`src/rtl/mips_fetch_pkg.sv`:
```
// mips_fetch_pkg: MIPS32 instruction field layout and decode helpers
package mips_fetch_pkg;
  localparam int XLEN_FIXED = 32;
  localparam int OPCODE_MSB = 31, OPCODE_LSB = 26;
  localparam int RS_MSB = 25, RS_LSB = 21;
  localparam int RT_MSB = 20, RT_LSB = 16;
  localparam int RD_MSB = 15, RD_LSB = 11;
  localparam int SHAMT_MSB = 10, SHAMT_LSB = 6;
  localparam int FUNCT_MSB = 5, FUNCT_LSB = 0;
  localparam int IMM_MSB = 15, IMM_LSB = 0;
  localparam int TARGET_MSB = 25, TARGET_LSB = 0;
  typedef struct packed {
    logic [5:0]  opcode;
    logic [4:0]  rs;
    logic [4:0]  rt;
    logic [4:0]  rd;
    logic [4:0]  shamt;
    logic [5:0]  funct;
    logic [15:0] imm;
    logic [25:0] target;
  } instr_fields_t;
  function automatic instr_fields_t decode_fields(input logic [XLEN_FIXED-1:0] instr);
    instr_fields_t f;
    f.opcode = instr[OPCODE_MSB:OPCODE_LSB];
    f.rs     = instr[RS_MSB:RS_LSB];
    f.rt     = instr[RT_MSB:RT_LSB];
    f.rd     = instr[RD_MSB:RD_LSB];
    f.shamt  = instr[SHAMT_MSB:SHAMT_LSB];
    f.funct  = instr[FUNCT_MSB:FUNCT_LSB];
    f.imm    = instr[IMM_MSB:IMM_LSB];
    f.target = instr[TARGET_MSB:TARGET_LSB];
    return f;
  endfunction
  function automatic logic [XLEN_FIXED-1:0] sign_extend16(input logic [15:0] v);
    return {{(XLEN_FIXED-16){v[15]}}, v};
  endfunction
endpackage

```
`src/rtl/fetch_queue_if.sv`:
```
// fetch_queue_if: instruction memory, redirect and decode-side signals of the fetch front end
interface fetch_queue_if #(parameter int XLEN = 32);
  logic            imem_req;
  logic [XLEN-1:0] imem_addr;
  logic [XLEN-1:0] imem_rdata;
  logic            redirect_valid;
  logic [XLEN-1:0] redirect_pc;
  logic            out_valid;
  logic            out_ready;
  logic [XLEN-1:0] out_pc;
  logic [XLEN-1:0] out_instr;
  logic [5:0]      out_opcode;
  logic [4:0]      out_rs;
  logic [4:0]      out_rt;
  logic [4:0]      out_rd;
  logic [4:0]      out_shamt;
  logic [5:0]      out_funct;
  logic [15:0]     out_imm;
  logic [25:0]     out_target;
  logic [XLEN-1:0] out_imm_sext;
  modport master (
    output imem_req, imem_addr, out_valid, out_pc, out_instr, out_opcode, out_rs, out_rt,
           out_rd, out_shamt, out_funct, out_imm, out_target, out_imm_sext,
    input  imem_rdata, redirect_valid, redirect_pc, out_ready
  );
  modport slave (
    input  imem_req, imem_addr, out_valid, out_pc, out_instr, out_opcode, out_rs, out_rt,
           out_rd, out_shamt, out_funct, out_imm, out_target, out_imm_sext,
    output imem_rdata, redirect_valid, redirect_pc, out_ready
  );
endinterface

```
`src/rtl/fetch_fifo.sv`:
```
// fetch_fifo: synchronous FIFO with occupancy count, flush and simultaneous push/pop
module fetch_fifo #(
  parameter int DEPTH = 4,
  parameter int W     = 64
) (
  input  logic                     clk,
  input  logic                     rst,
  input  logic                     flush,
  input  logic                     push,
  input  logic                     pop,
  input  logic [W-1:0]             din,
  output logic [W-1:0]             dout,
  output logic [$clog2(DEPTH):0]   count
);
  localparam int AW = $clog2(DEPTH);
  logic [W-1:0]  mem [DEPTH];
  logic [AW-1:0] rd_ptr, wr_ptr;
  assign dout = mem[rd_ptr];
  // storage is cleared on reset so the head reads as zero; flush only rewinds pointers
  always_ff @(posedge clk) begin
    if (rst) begin
      for (int i = 0; i < DEPTH; i++) mem[i] <= '0;
      rd_ptr <= '0;
      wr_ptr <= '0;
      count  <= '0;
    end else if (flush) begin
      rd_ptr <= '0;
      wr_ptr <= '0;
      count  <= '0;
    end else begin
      if (push) mem[wr_ptr] <= din;
      if (push) wr_ptr <= wr_ptr + 1'b1;
      if (pop) rd_ptr <= rd_ptr + 1'b1;
      count <= count + ($clog2(DEPTH)+1)'(push) - ($clog2(DEPTH)+1)'(pop);
    end
  end
  // the fetch credit scheme must never let a push land on a full queue
  always_ff @(posedge clk) begin
    if (!rst && !flush) assert (!(push && !pop && count == ($clog2(DEPTH)+1)'(DEPTH)));
  end
endmodule

```
`src/rtl/fetch_queue.sv`:
```
// fetch_queue: sequential PC generation, credit-limited imem fetch and decoded instruction queue
module fetch_queue
  import mips_fetch_pkg::*;
#(
  parameter int          XLEN     = 32,
  parameter int          DEPTH    = 4,
  parameter logic [31:0] RESET_PC = 32'h0000_0000
) (
  input logic          clk,
  input logic          rst,
  fetch_queue_if.master bus
);
  logic [XLEN-1:0]        fetch_pc, inflight_pc, head_pc, head_instr;
  logic                   inflight, req, push, pop;
  logic [$clog2(DEPTH):0] count;
  instr_fields_t          f;
  assign req  = !rst && !bus.redirect_valid && (int'(count) + int'(inflight) < DEPTH);
  assign push = inflight && !bus.redirect_valid;
  assign pop  = bus.out_valid && bus.out_ready && !bus.redirect_valid;
  assign bus.imem_req  = req;
  assign bus.imem_addr = fetch_pc;
  // PC advances on every issued request; a redirect drops any in-flight response
  always_ff @(posedge clk) begin
    if (rst) begin
      fetch_pc    <= RESET_PC;
      inflight    <= 1'b0;
      inflight_pc <= '0;
    end else if (bus.redirect_valid) begin
      fetch_pc <= bus.redirect_pc & ~XLEN'(3);
      inflight <= 1'b0;
    end else begin
      if (req) fetch_pc <= fetch_pc + XLEN'(4);
      if (req) inflight_pc <= fetch_pc;
      inflight <= req;
    end
  end
  fetch_fifo #(.DEPTH(DEPTH), .W(2*XLEN)) u_fifo (
    .clk   (clk),
    .rst   (rst),
    .flush (bus.redirect_valid),
    .push  (push),
    .pop   (pop),
    .din   ({inflight_pc, bus.imem_rdata}),
    .dout  ({head_pc, head_instr}),
    .count (count)
  );
  assign f                = decode_fields(head_instr);
  assign bus.out_valid    = count != '0;
  assign bus.out_pc       = head_pc;
  assign bus.out_instr    = head_instr;
  assign bus.out_opcode   = f.opcode;
  assign bus.out_rs       = f.rs;
  assign bus.out_rt       = f.rt;
  assign bus.out_rd       = f.rd;
  assign bus.out_shamt    = f.shamt;
  assign bus.out_funct    = f.funct;
  assign bus.out_imm      = f.imm;
  assign bus.out_target   = f.target;
  assign bus.out_imm_sext = sign_extend16(f.imm);
endmodule

```
`src/flat_wrapper.sv`:
```
// flat-port wrapper written by rule: the top's interface ports become plain ports
module fetch_queue_flat import mips_fetch_pkg::*;
#(
  parameter int          XLEN     = 32,
  parameter int          DEPTH    = 4,
  parameter logic [31:0] RESET_PC = 32'h0000_0000
)
  (clk, rst, bus_imem_req, bus_imem_addr, bus_out_valid, bus_out_pc, bus_out_instr, bus_out_opcode, bus_out_rs, bus_out_rt, bus_out_rd, bus_out_shamt, bus_out_funct, bus_out_imm, bus_out_target, bus_out_imm_sext, bus_imem_rdata, bus_redirect_valid, bus_redirect_pc, bus_out_ready);
  fetch_queue_if #(.XLEN(XLEN)) bus_i ();
  input logic clk;
  input logic rst;
  output wire logic [$bits(bus_i.imem_req)-1:0] bus_imem_req;
  output wire logic [$bits(bus_i.imem_addr)-1:0] bus_imem_addr;
  output wire logic [$bits(bus_i.out_valid)-1:0] bus_out_valid;
  output wire logic [$bits(bus_i.out_pc)-1:0] bus_out_pc;
  output wire logic [$bits(bus_i.out_instr)-1:0] bus_out_instr;
  output wire logic [$bits(bus_i.out_opcode)-1:0] bus_out_opcode;
  output wire logic [$bits(bus_i.out_rs)-1:0] bus_out_rs;
  output wire logic [$bits(bus_i.out_rt)-1:0] bus_out_rt;
  output wire logic [$bits(bus_i.out_rd)-1:0] bus_out_rd;
  output wire logic [$bits(bus_i.out_shamt)-1:0] bus_out_shamt;
  output wire logic [$bits(bus_i.out_funct)-1:0] bus_out_funct;
  output wire logic [$bits(bus_i.out_imm)-1:0] bus_out_imm;
  output wire logic [$bits(bus_i.out_target)-1:0] bus_out_target;
  output wire logic [$bits(bus_i.out_imm_sext)-1:0] bus_out_imm_sext;
  input wire logic [$bits(bus_i.imem_rdata)-1:0] bus_imem_rdata;
  input wire logic [$bits(bus_i.redirect_valid)-1:0] bus_redirect_valid;
  input wire logic [$bits(bus_i.redirect_pc)-1:0] bus_redirect_pc;
  input wire logic [$bits(bus_i.out_ready)-1:0] bus_out_ready;
  assign bus_imem_req = bus_i.imem_req;
  assign bus_imem_addr = bus_i.imem_addr;
  assign bus_out_valid = bus_i.out_valid;
  assign bus_out_pc = bus_i.out_pc;
  assign bus_out_instr = bus_i.out_instr;
  assign bus_out_opcode = bus_i.out_opcode;
  assign bus_out_rs = bus_i.out_rs;
  assign bus_out_rt = bus_i.out_rt;
  assign bus_out_rd = bus_i.out_rd;
  assign bus_out_shamt = bus_i.out_shamt;
  assign bus_out_funct = bus_i.out_funct;
  assign bus_out_imm = bus_i.out_imm;
  assign bus_out_target = bus_i.out_target;
  assign bus_out_imm_sext = bus_i.out_imm_sext;
  assign bus_i.imem_rdata = bus_imem_rdata;
  assign bus_i.redirect_valid = bus_redirect_valid;
  assign bus_i.redirect_pc = bus_redirect_pc;
  assign bus_i.out_ready = bus_out_ready;
  fetch_queue #(.XLEN(XLEN), .DEPTH(DEPTH), .RESET_PC(RESET_PC)) u_core (.clk(clk), .rst(rst), .bus(bus_i));
endmodule
```
`config.mk`:
```
export PLATFORM = sky130hd
export DESIGN_NAME = fetch_queue_flat
export DESIGN_NICKNAME = d
export VERILOG_FILES = /design/src/rtl/mips_fetch_pkg.sv /design/src/rtl/fetch_queue_if.sv /design/src/rtl/fetch_fifo.sv /design/src/rtl/fetch_queue.sv /design/src/flat_wrapper.sv
export SDC_FILE = /design/constraint.sdc
export NUM_CORES = 1
export LEC_CHECK = 0
export BUFFER_PORTS_ARGS = -buffer_cell sky130_fd_sc_hd__buf_2
export CAP_MARGIN = 20
export CORE_UTILIZATION = 28
export CTS_CLUSTER_SIZE = 25
export DETAILED_ROUTE_END_ITERATION = 8
export PLACE_DENSITY = 0.48
export REMOVE_ABC_BUFFERS = 1
export SLEW_MARGIN = 20
export SYNTH_ARGS = -nofsm -noshare
export SYNTH_HDL_FRONTEND = slang
export SYNTH_SLANG_ARGS = --single-unit
```
`constraint.sdc`:
```
create_clock -name clk -period 4.51 [get_ports clk]
set_input_delay 0.6765 -clock clk [delete_from_list [all_inputs] [get_ports clk]]
set_output_delay 0.6765 -clock clk [all_outputs]
set_load 0.005 [all_outputs]
```
==> results of run 1 <==
critical path: cells and delay by family, from the launching register on:
family / cells / cell delay (ns)
flip-flops: 1 / 0.90
multiplexers: 1 / 0.58
buffers and inverters: 2 / 0.54
Yosys cell counts (2+ instances only):
cell | instances | share of area (%)
a211oi_1 | 11 | 0.57
xnor2_1 | 12 | 0.72
nor2_1 | 109 | 2.8
nand2_1 | 114 | 2.9
a311oi_1 | 6 | 0.36
ha_1 | 4 | 0.34
o311ai_0 | 3 | 0.18
buf_2 | 14 | 0.48
nor3_1 | 6 | 0.21
o21ai_0 | 5 | 0.17
nand2b_1 | 3 | 0.13
nor4_2 | 2 | 0.17
nor3b_2 | 2 | 0.17
o21a_1 | 4 | 0.21
and2_1 | 136 | 5.9
buf_4 | 111 | 5.7
edfxtp_1 | 248 | 51
a21oi_1 | 40 | 1.4
nor4_1 | 2 | 0.086
buf_1 | 7 | 0.18
or2_2 | 5 | 0.22
a22oi_1 | 2 | 0.10
nand4_1 | 11 | 0.47
dfxtp_1 | 70 | 9.7
xor2_1 | 9 | 0.54
or3_1 | 5 | 0.22
nand4_2 | 4 | 0.34
clkbuf_1 | 39 | 1.0
o31a_1 | 2 | 0.12
o211ai_1 | 3 | 0.16
inv_1 | 50 | 1.3
and3_1 | 3 | 0.13
mux4_2 | 62 | 9.6
a32oi_1 | 2 | 0.12
nand3_1 | 9 | 0.31
and3_4 | 2 | 0.16
worst max path at each step:
stage                     slack [ns]  cells after the start                  endpoint               startpoint
after global routing            1.01                      3             bus_out_rs[3]                     flop
final                           1.24                      3             bus_out_rs[3]                     flop
after global placement          1.26                      6  u_core.u_fifo.mem[2][23]       bus_redirect_valid
after floorplan              -0.0009                      2   u_core.u_fifo.mem[1][0]  u_core.u_fifo.wr_ptr[1]
after detailed placement        1.25                      6  u_core.u_fifo.mem[0][12]       bus_redirect_valid
after CTS                       1.06                      3             bus_out_pc[5]                     flop
flip-flops by register name (all words and copies together) (netlist names), named ones only:
name                  flops
u_core.u_fifo.count       3
u_core.u_fifo.rd_ptr      2
u_core.u_fifo.wr_ptr      2
u_core.u_fifo.mem       248
u_core.bus.imem_addr     30
u_core.inflight_pc       30
u_core.inflight           1
cells in the final DEF, fill, tap and decap left out, types with 3 or more instances in the layout:
cell type    n
a311oi_1     6
dfxtp_1     68
mux4_2      62
xnor2_1     12
clkinv_1     9
o21ai_0      5
inv_6        3
buf_2      265
nor3_1       6
o311ai_0     3
a211oi_1    11
inv_1       50
nor2_4       4
clkbuf_16   39
or3_1        5
nand2_1    114
clkbuf_1     7
and3_1       3
nor2_1     105
nand4_1     11
or2_2        3
edfxtp_1   248
nand4_2      4
nand3_1      9
a21oi_1     40
conb_1       4
o21a_1       4
xor2_1       9
ha_1         4
clkinv_2     6
o211ai_1     3
buf_4       16
and2_1     136
per-layer routing:
layer  share of wire, %  up-vias  track usage (%)
met5                  0        -                0
met4                2.4        0             5.00
met3                5.5       57             2.60
met2                 48      308             24.1
met1                 45     4419             19.2
li1                   -     4228                -
final cells by class:
| type | instances | area share, % |
|---|---|---|
| repair buffers | 283 | 8.74 |
| flip-flops and latches | 318 | 52.1 |
| clock inverters | 21 | 0.949 |
| diodes | 1 | 0.0147 |
| well taps | 680 | 5.00 |
| inverters | 51 | 1.13 |
| multi-input cells | 603 | 26.2 |
| clock buffers | 46 | 5.89 |
through the flow:
step | instance area (µm²) | hold slack, ns
floorplan | 13400 | 0.431
global placement | 15800 | 0.451
detailed placement | 15800 | 0.453
CTS | 17000 | 0.346
global route | 17000 | 0.379
finish | 17000 | 0.387
logic make-up (layout without fill, tap and decap cells):
family / count (synthesis) / after routing
xor gates and xnor gates: 21 / 21
other: 1 / 5
AOI/OAI and AO/OA: 88 / 88
buffers and inverters: 222 / 401
and+or+nand+nor: 423 / 423
adders and majority gates: 5 / 5
muxes: 62 / 62
DFF: 318 / 318
where the power goes:
group	switching (mW)	internal, mW	total (mW)
Clock	1.22	1.70	2.92
Combinational	0.246	0.168	0.414
Sequential	0.0682	3.27	3.34
==> impl_metrics.toml, run 1 <==
[finish]
drive_gt1_share_pct = 32.4
utilization_pct = 33.2
num-fill-cells = 5175
area_delta_synth_final_pct = 17.2
stdcell_count = 2003
nNetsFinal = 1369
seq_area_mm2 = 0.00886
multi_input_area_mm2 = 0.00446

[power_and_ir_drop]
irDropWorstVdd_v = 0.000204
powerDensity_mw_per_mm2 = 392
p_leak_nw = 6.71
p_total_mw = 6.67

[synth]
syn_area_mm2 = 0.0145
synth_mux_area_share_pct = 9.62
avgSynthCellArea_um2 = 12.7
syn-instance-count = 1140
synth-xor-area-share_pct = 1.27
synth_edf_count = 248
synthSimpleGateAreaFrac_pct = 14.9
synth_top_family_by_area = "simple AND/OR/NAND/NOR gates"
synth_seq_area_share_pct = 61.0
synth-adder-area-share_pct = 0.483
synth_compound_area_share_pct = 4.02
synth_cell_types = 59
yosysWarnings = 0
synthFlopType = "edfxtp_1"
ys_seq_elements = 318
synthArstFlopShare_pct = 0

[sta]
worst_slack_ns = 1.24
rsz0062_at_grt = "false"
period_share_pct = 72.5
max_slew_margin_pct = 39.3
maxSlewViolCount = 0
finClkSkew_ns = 0.0129
worst_pin_slew_ns = 0.910
final.setup.tns_ns = 0
hold_viol_final = 0
fmax_mhz = 306
finalCriticalPeriod_ns = 3.27
finalSetupViolations = 0

[critical_path]
startpoint_type = "flop"
crit_required_ns = 3.83
regToRegEndpoint = "u_core.u_fifo.mem[0][3]"
cp_slowest_stage_delay_ns = 0.90
rr_worst_depth = 4
timing.rr.start = "u_core.u_fifo.wr_ptr[0]"
r2r_setup_slack_ns = 1.80
path_cells = "buf_4 -> mux4_2 -> buf_2"
slowest_stage = "dfxtp_4"
path_class = "reg -> out"
endpoint_kind = "primary output"
crit_arrival_ns = 2.59
cp_max_fo = 37

[place]
dp.cells = 1935
place_congestion = 0.751
preCtsSetupSlack_ns = 1.25
portBuffers = 265
dp_hpwl_um = 23000

[outcome]
status = "finished clean"

[routing]
first_iter_violations = 443
avgRoutedWirePerCell_um = 19.0
drc_errors = 0
viasPerCell = 4.50
first_pass_iters = 5
wirelength_um = 38100
vias = 9012
ant_nets = 0

[global_route]
antenna_found_initial = 0
grt_overflow_total = 0
grt.total_usage_pct = 14.6
grt_max_degree = 52
grt_pass1_wl_um = 57300
grt_pass1_vias = 9025

[floorplan]
dieWidth_um = 230
die_height_um = 230
die-area_mm2 = 0.0527
num_rows = 83
start_util_pct = 28.3
coreArea_mm2 = 0.0513
num_io_pins = 272

[clock_tree]
cts_made_buffers = 39
htreeDepth = 2
cts_tree = "yes"
cts_buffer_depth = 3
cts_resized = 0
cts_hold_buf = 0
cts_root_buffer = "clkbuf_16"
clock_sinks = 318
clk_latency_ns = 0.54
post_cts.repair.setup_buffers = 0
path_clk_slew_ns = 0.06

[hold_path]
hp-class = "in -> reg"
worstHoldStart = "bus_redirect_pc[2]"
min_to = "u_core.bus.imem_addr[2]"
hold_depth = 3

[run]
drv_cap = 0
No activity file was read; power rests on OpenSTA's default activity.
==> run 2, diff against run 1 <==
PLACE_DENSITY = 0.46   (was 0.48)
clock period = 3.35 ns   (was 4.51 ns; I/O delays follow)
==> impl_metrics.toml, run 2 (synthesized netlist as in run 1, its figures left out) <==
[hold_path]
hp-class = "in -> reg"
hold_depth = 3

[routing]
vias = 9060
avgRoutedWirePerCell_um = 19.0
first_pass_iters = 4
wirelength_um = 38300
ant_nets = 0
first_iter_violations = 530
drc_errors = 0
viasPerCell = 4.49

[critical_path]
endpoint_kind = "primary output"
cp_max_fo = 12
rr_worst_depth = 9
crit_arrival_ns = 2.42
crit_required_ns = 2.85
path_class = "reg -> out"
startpoint_type = "flop"

[sta]
maxSlewViolCount = 0
fmax_mhz = 342
finalSetupViolations = 0
rsz0062_at_grt = "false"
max_slew_margin_pct = 41.2
finClkSkew_ns = 0.0156
hold_viol_final = 0
finalCriticalPeriod_ns = 2.93
worst_slack_ns = 0.423
period_share_pct = 87.4
worst_pin_slew_ns = 0.883

[global_route]
grt.total_usage_pct = 14.6
grt_overflow_total = 0
grt_pass1_vias = 9059
grt_pass1_wl_um = 57400
grt_max_degree = 52
antenna_found_initial = 0

[floorplan]
num_io_pins = 272
num_rows = 83
dieWidth_um = 230
coreArea_mm2 = 0.0513
die-area_mm2 = 0.0527
die_height_um = 230
start_util_pct = 28.3

[clock_tree]
htreeDepth = 2
cts_root_buffer = "clkbuf_16"
post_cts.repair.setup_buffers = 0
cts_tree = "yes"
clk_latency_ns = 0.54
clock_sinks = 318
cts_resized = 0
cts_hold_buf = 0
cts_buffer_depth = 3
cts_made_buffers = 37
path_clk_slew_ns = 0.06

[place]
portBuffers = 265
dp.cells = 1951
place_congestion = 0.769
dp_hpwl_um = 24400
placed_area_mm2 = 0.0160
preCtsSetupSlack_ns = 0.963

[finish]
largest_reg_flops = 248
final_cell_mix = "buf_2 (265), edfxtp_1 (248), and2_1 (136), nand2_1 (114), nor2_1 (105)"
area_delta_synth_final_pct = 18.4
fin_area_mm2 = 0.0172
top_register = "u_core.u_fifo.mem"
nNetsFinal = 1383
num-fill-cells = 5162
stdcell_count = 2016
drive_gt1_share_pct = 33.0
utilization_pct = 33.5
layout_commonest_cell = "buf_2"

[outcome]
status = "finished clean"

[power_and_ir_drop]
powerDensity_mw_per_mm2 = 526
p_leak_nw = 6.81
p_total_mw = 9.04
irDropWorstVdd_v = 0.000265

[run]
drv_cap = 0
run 2: cell types whose count changed in the layout (fill, tap and decap cells not counted), sizes merged:
cell | before | now
buf | 283 | 299
clkinv | 15 | 11
clkbuf | 46 | 49
inv | 53 | 51
bufinv | 2 | 3
clkinvlp | 2 | 1
run 2: critical path: stages (launching register included):
cell and delay [ns]:
dfxtp_1 0.36, ha_1 0.21, o211a_1 0.23, o22ai_2 0.27, buf_4 0.26, nand2_1 0.09
inv_1 0.29, buf_2 0.19
run 2: power breakdown:
group	switching [mW]	total (mW)	internal [mW]
combinational	0.335	0.576	0.242
clock	1.60	3.97	2.37
sequential	0.0911	4.49	4.40
run 2: cell type report:
| type | instances | area, µm² | area share (%) |
|---|---|---|---|
| Multi-Input combinational cell | 603 | 4460 | 25.9 |
| Timing Repair Buffer | 299 | 1660 | 9.64 |
| Antenna cell | 1 | 2.50 | 0.0146 |
| Tap cell | 680 | 851 | 4.95 |
| Clock buffer | 49 | 1020 | 5.96 |
| Inverter | 51 | 191 | 1.11 |
| Clock inverter | 15 | 148 | 0.859 |
| Sequential cell | 318 | 8860 | 51.5 |
run 2: metal layers:
layer  GRT usage [%]  part of all wire [%]  up-vias
met1            19.5                    45     4456
li1                -                     -     4263
met5               0                     0        -
met3            2.96                   5.5       44
met4            3.54                   1.7        0
met2            24.1                    48      297
run 2: per-stage QoR:
stage | hold slack (ns) | TNS, ns
after CTS | 0.213 | 0
after global routing | 0.232 | 0
after detailed placement | 0.453 | 0
final | 0.244 | 0
after floorplan | 0.431 | -163.11
after global placement | 0.453 | 0
run 2: path summary, 6_finish.rpt:
check	start	endpoint	slack, ns
worst max-delay path	u_core.u_fifo.count[2]	bus_imem_req	0.42
worst min-delay path	bus_redirect_pc[19]	u_core.bus.imem_addr[19]	0.24
worst min register to register	u_core.inflight_pc[17]	u_core.inflight_pc[17]	0.46
worst max register to register	u_core.u_fifo.count[2]	u_core.inflight_pc[17]	0.98
==> run 3, diff against run 2 <==
RECOVER_POWER = 50   (was not set)
==> impl_metrics.toml, run 3 (synthesized netlist as in run 1, its figures left out) <==
[clock_tree]
htreeDepth = 2
cts_made_buffers = 37
clk_latency_ns = 0.54
cts_hold_buf = 0
post_cts.repair.setup_buffers = 0
clock_sinks = 318
cts_buffer_depth = 3
cts_root_buffer = "clkbuf_16"
cts_tree = "yes"
path_clk_slew_ns = 0.06
cts_resized = 0

[routing]
wirelength_um = 38200
vias = 9072
dr.max_layer_used = "met4"
drc_errors = 0
dr_wl_met3_um = 2280
ant_nets = 0
first_pass_iters = 5
viasPerCell = 4.50
first_iter_violations = 536
avgRoutedWirePerCell_um = 19.0
dr_wl_met2_um = 18300
wirelength_met1_um = 17100

[finish]
utilization_pct = 33.3
drive_gt1_share_pct = 30.0
final_cell_mix = "edfxtp_1 (248), buf_2 (243), nand2_1 (114), nor2_1 (106), and2_1 (95)"
nNetsFinal = 1383
top_register = "u_core.u_fifo.mem"
layout_commonest_cell = "edfxtp_1"
fin_area_mm2 = 0.0171
largest_reg_flops = 248
area_delta_synth_final_pct = 17.6

[sta]
maxSlewViolCount = 31
hold_viol_final = 0
worst_pin_slew_ns = 1.60
finalCriticalPeriod_ns = 3.03
period_share_pct = 90.4
rsz0062_at_grt = "false"
fmax_mhz = 330
finalSetupViolations = 0
max_slew_margin_pct = -6.56
finClkSkew_ns = 0.0174

[critical_path]
rr_worst_depth = 3
crit_required_ns = 2.85
cp_slowest_stage_delay_ns = 0.37
regToRegEndpoint = "u_core.u_fifo.mem[1][49]"
path_class = "reg -> out"
critPathLaunch = "u_core.u_fifo.count[1]"
r2r_setup_slack_ns = 0.39
cp_max_fo = 12
endpoint_kind = "primary output"
timing.rr.start = "u_core.u_fifo.wr_ptr[0]"
crit_arrival_ns = 2.53
path_cells = "ha_1 -> o211a_1 -> o22ai_1 -> buf_4 -> nand2_1 -> inv_1 -> buf_2"
slowest_stage = "o22ai_1"
startpoint_type = "flop"

[place]
place_congestion = 0.769
dp_hpwl_um = 24400
placed_area_mm2 = 0.0160
portBuffers = 265

[global_route]
grt_max_degree = 52
grt_pass1_vias = 9059
antenna_found_initial = 0
grt_overflow_total = 0
grt_pass1_wl_um = 57400
grt.total_usage_pct = 14.6

[outcome]
status = "complete, but fails checks"
violations = "max-capacitance violations, max-slew violations"

[hold_path]
hp-class = "in -> reg"
min_to = "u_core.bus.imem_addr[19]"
worstHoldStart = "bus_redirect_pc[19]"
hold_depth = 3

[power_and_ir_drop]
p_leak_nw = 6.64
powerDensity_mw_per_mm2 = 528
irDropWorstVdd_v = 0.000264

[floorplan]
num_rows = 83
dieWidth_um = 230
num_io_pins = 272
coreArea_mm2 = 0.0513
start_util_pct = 28.3
die_height_um = 230
die-area_mm2 = 0.0527

[run]
drv_cap = 1
==> run 3: cell types whose count changed in the layout (fill, tap and decap cells not counted), sizes merged <==
| cell | before | now |
|---|---|---|
| buf | 299 | 267 |
| clkbuf | 49 | 81 |
==> run 3: per-stage QoR <==
step / setup slack [ns] / setup TNS [ns] / total power, mW / instances / hold WS (ns)
floorplan: -1.16 / -163.11 / 4.79 / 972 / 0.431
global placement: 0.939 / 0 / 5.16 / 1951 / 0.453
detailed placement: 0.963 / 0 / 5.17 / 1951 / 0.453
CTS: 0.417 / 0 / 9.17 / 2015 / 0.213
global route: 0.194 / 0 / 9.38 / 2015 / 0.232
finish: 0.322 / 0 / 9.02 / 2016 / 0.249
==> run 3: cell type report <==
cell class	instances	area, µm²
Antenna cell	1	2.50
Tap cell	680	851
Clock inverter	15	148
Timing Repair Buffer	299	1590
Clock buffer	49	1020
Fill cell	5178	34200
Inverter	51	191
Sequential cell	318	8860
Multi-Input combinational cell	603	4410
==> run 3: critical path, delay by kind of cell (launching register included) <==
kind / cells / cell delay (ns)
AOI/OAI and AO/OA: 2 / 0.59
adders and majority gates: 1 / 0.21
buffers and inverters: 3 / 0.77
DFF: 1 / 0.34
and+or+nand+nor: 1 / 0.09
==> run 3: power by group <==
part	internal, mW	switching [mW]	total (mW)
registers	4.40	0.0905	4.49
clock network	2.37	1.59	3.96
logic	0.229	0.332	0.561
total	7.00	2.02	9.02
==> run 3: worst max-delay path by stage <==
stage                                to  slack (ns)  cells past startpoint
2_1_floorplan   u_core.u_fifo.mem[1][0]       -1.16                      2
3_3_place_gp     u_core.u_fifo.count[2]        0.94                      9
3_5_place_dp     u_core.u_fifo.count[2]        0.96                      9
4_1_cts                    bus_imem_req        0.42                      7
5_1_grt        u_core.u_fifo.mem[1][49]        0.19                      3
6_report                   bus_imem_req        0.32                      7
==> run 3: per-layer routing <==
metal,vias up,track usage [%]
li1,4258,-
met1,4445,19.5
met2,327,24.1
met3,42,2.96
met4,0,3.54
met5,-,0
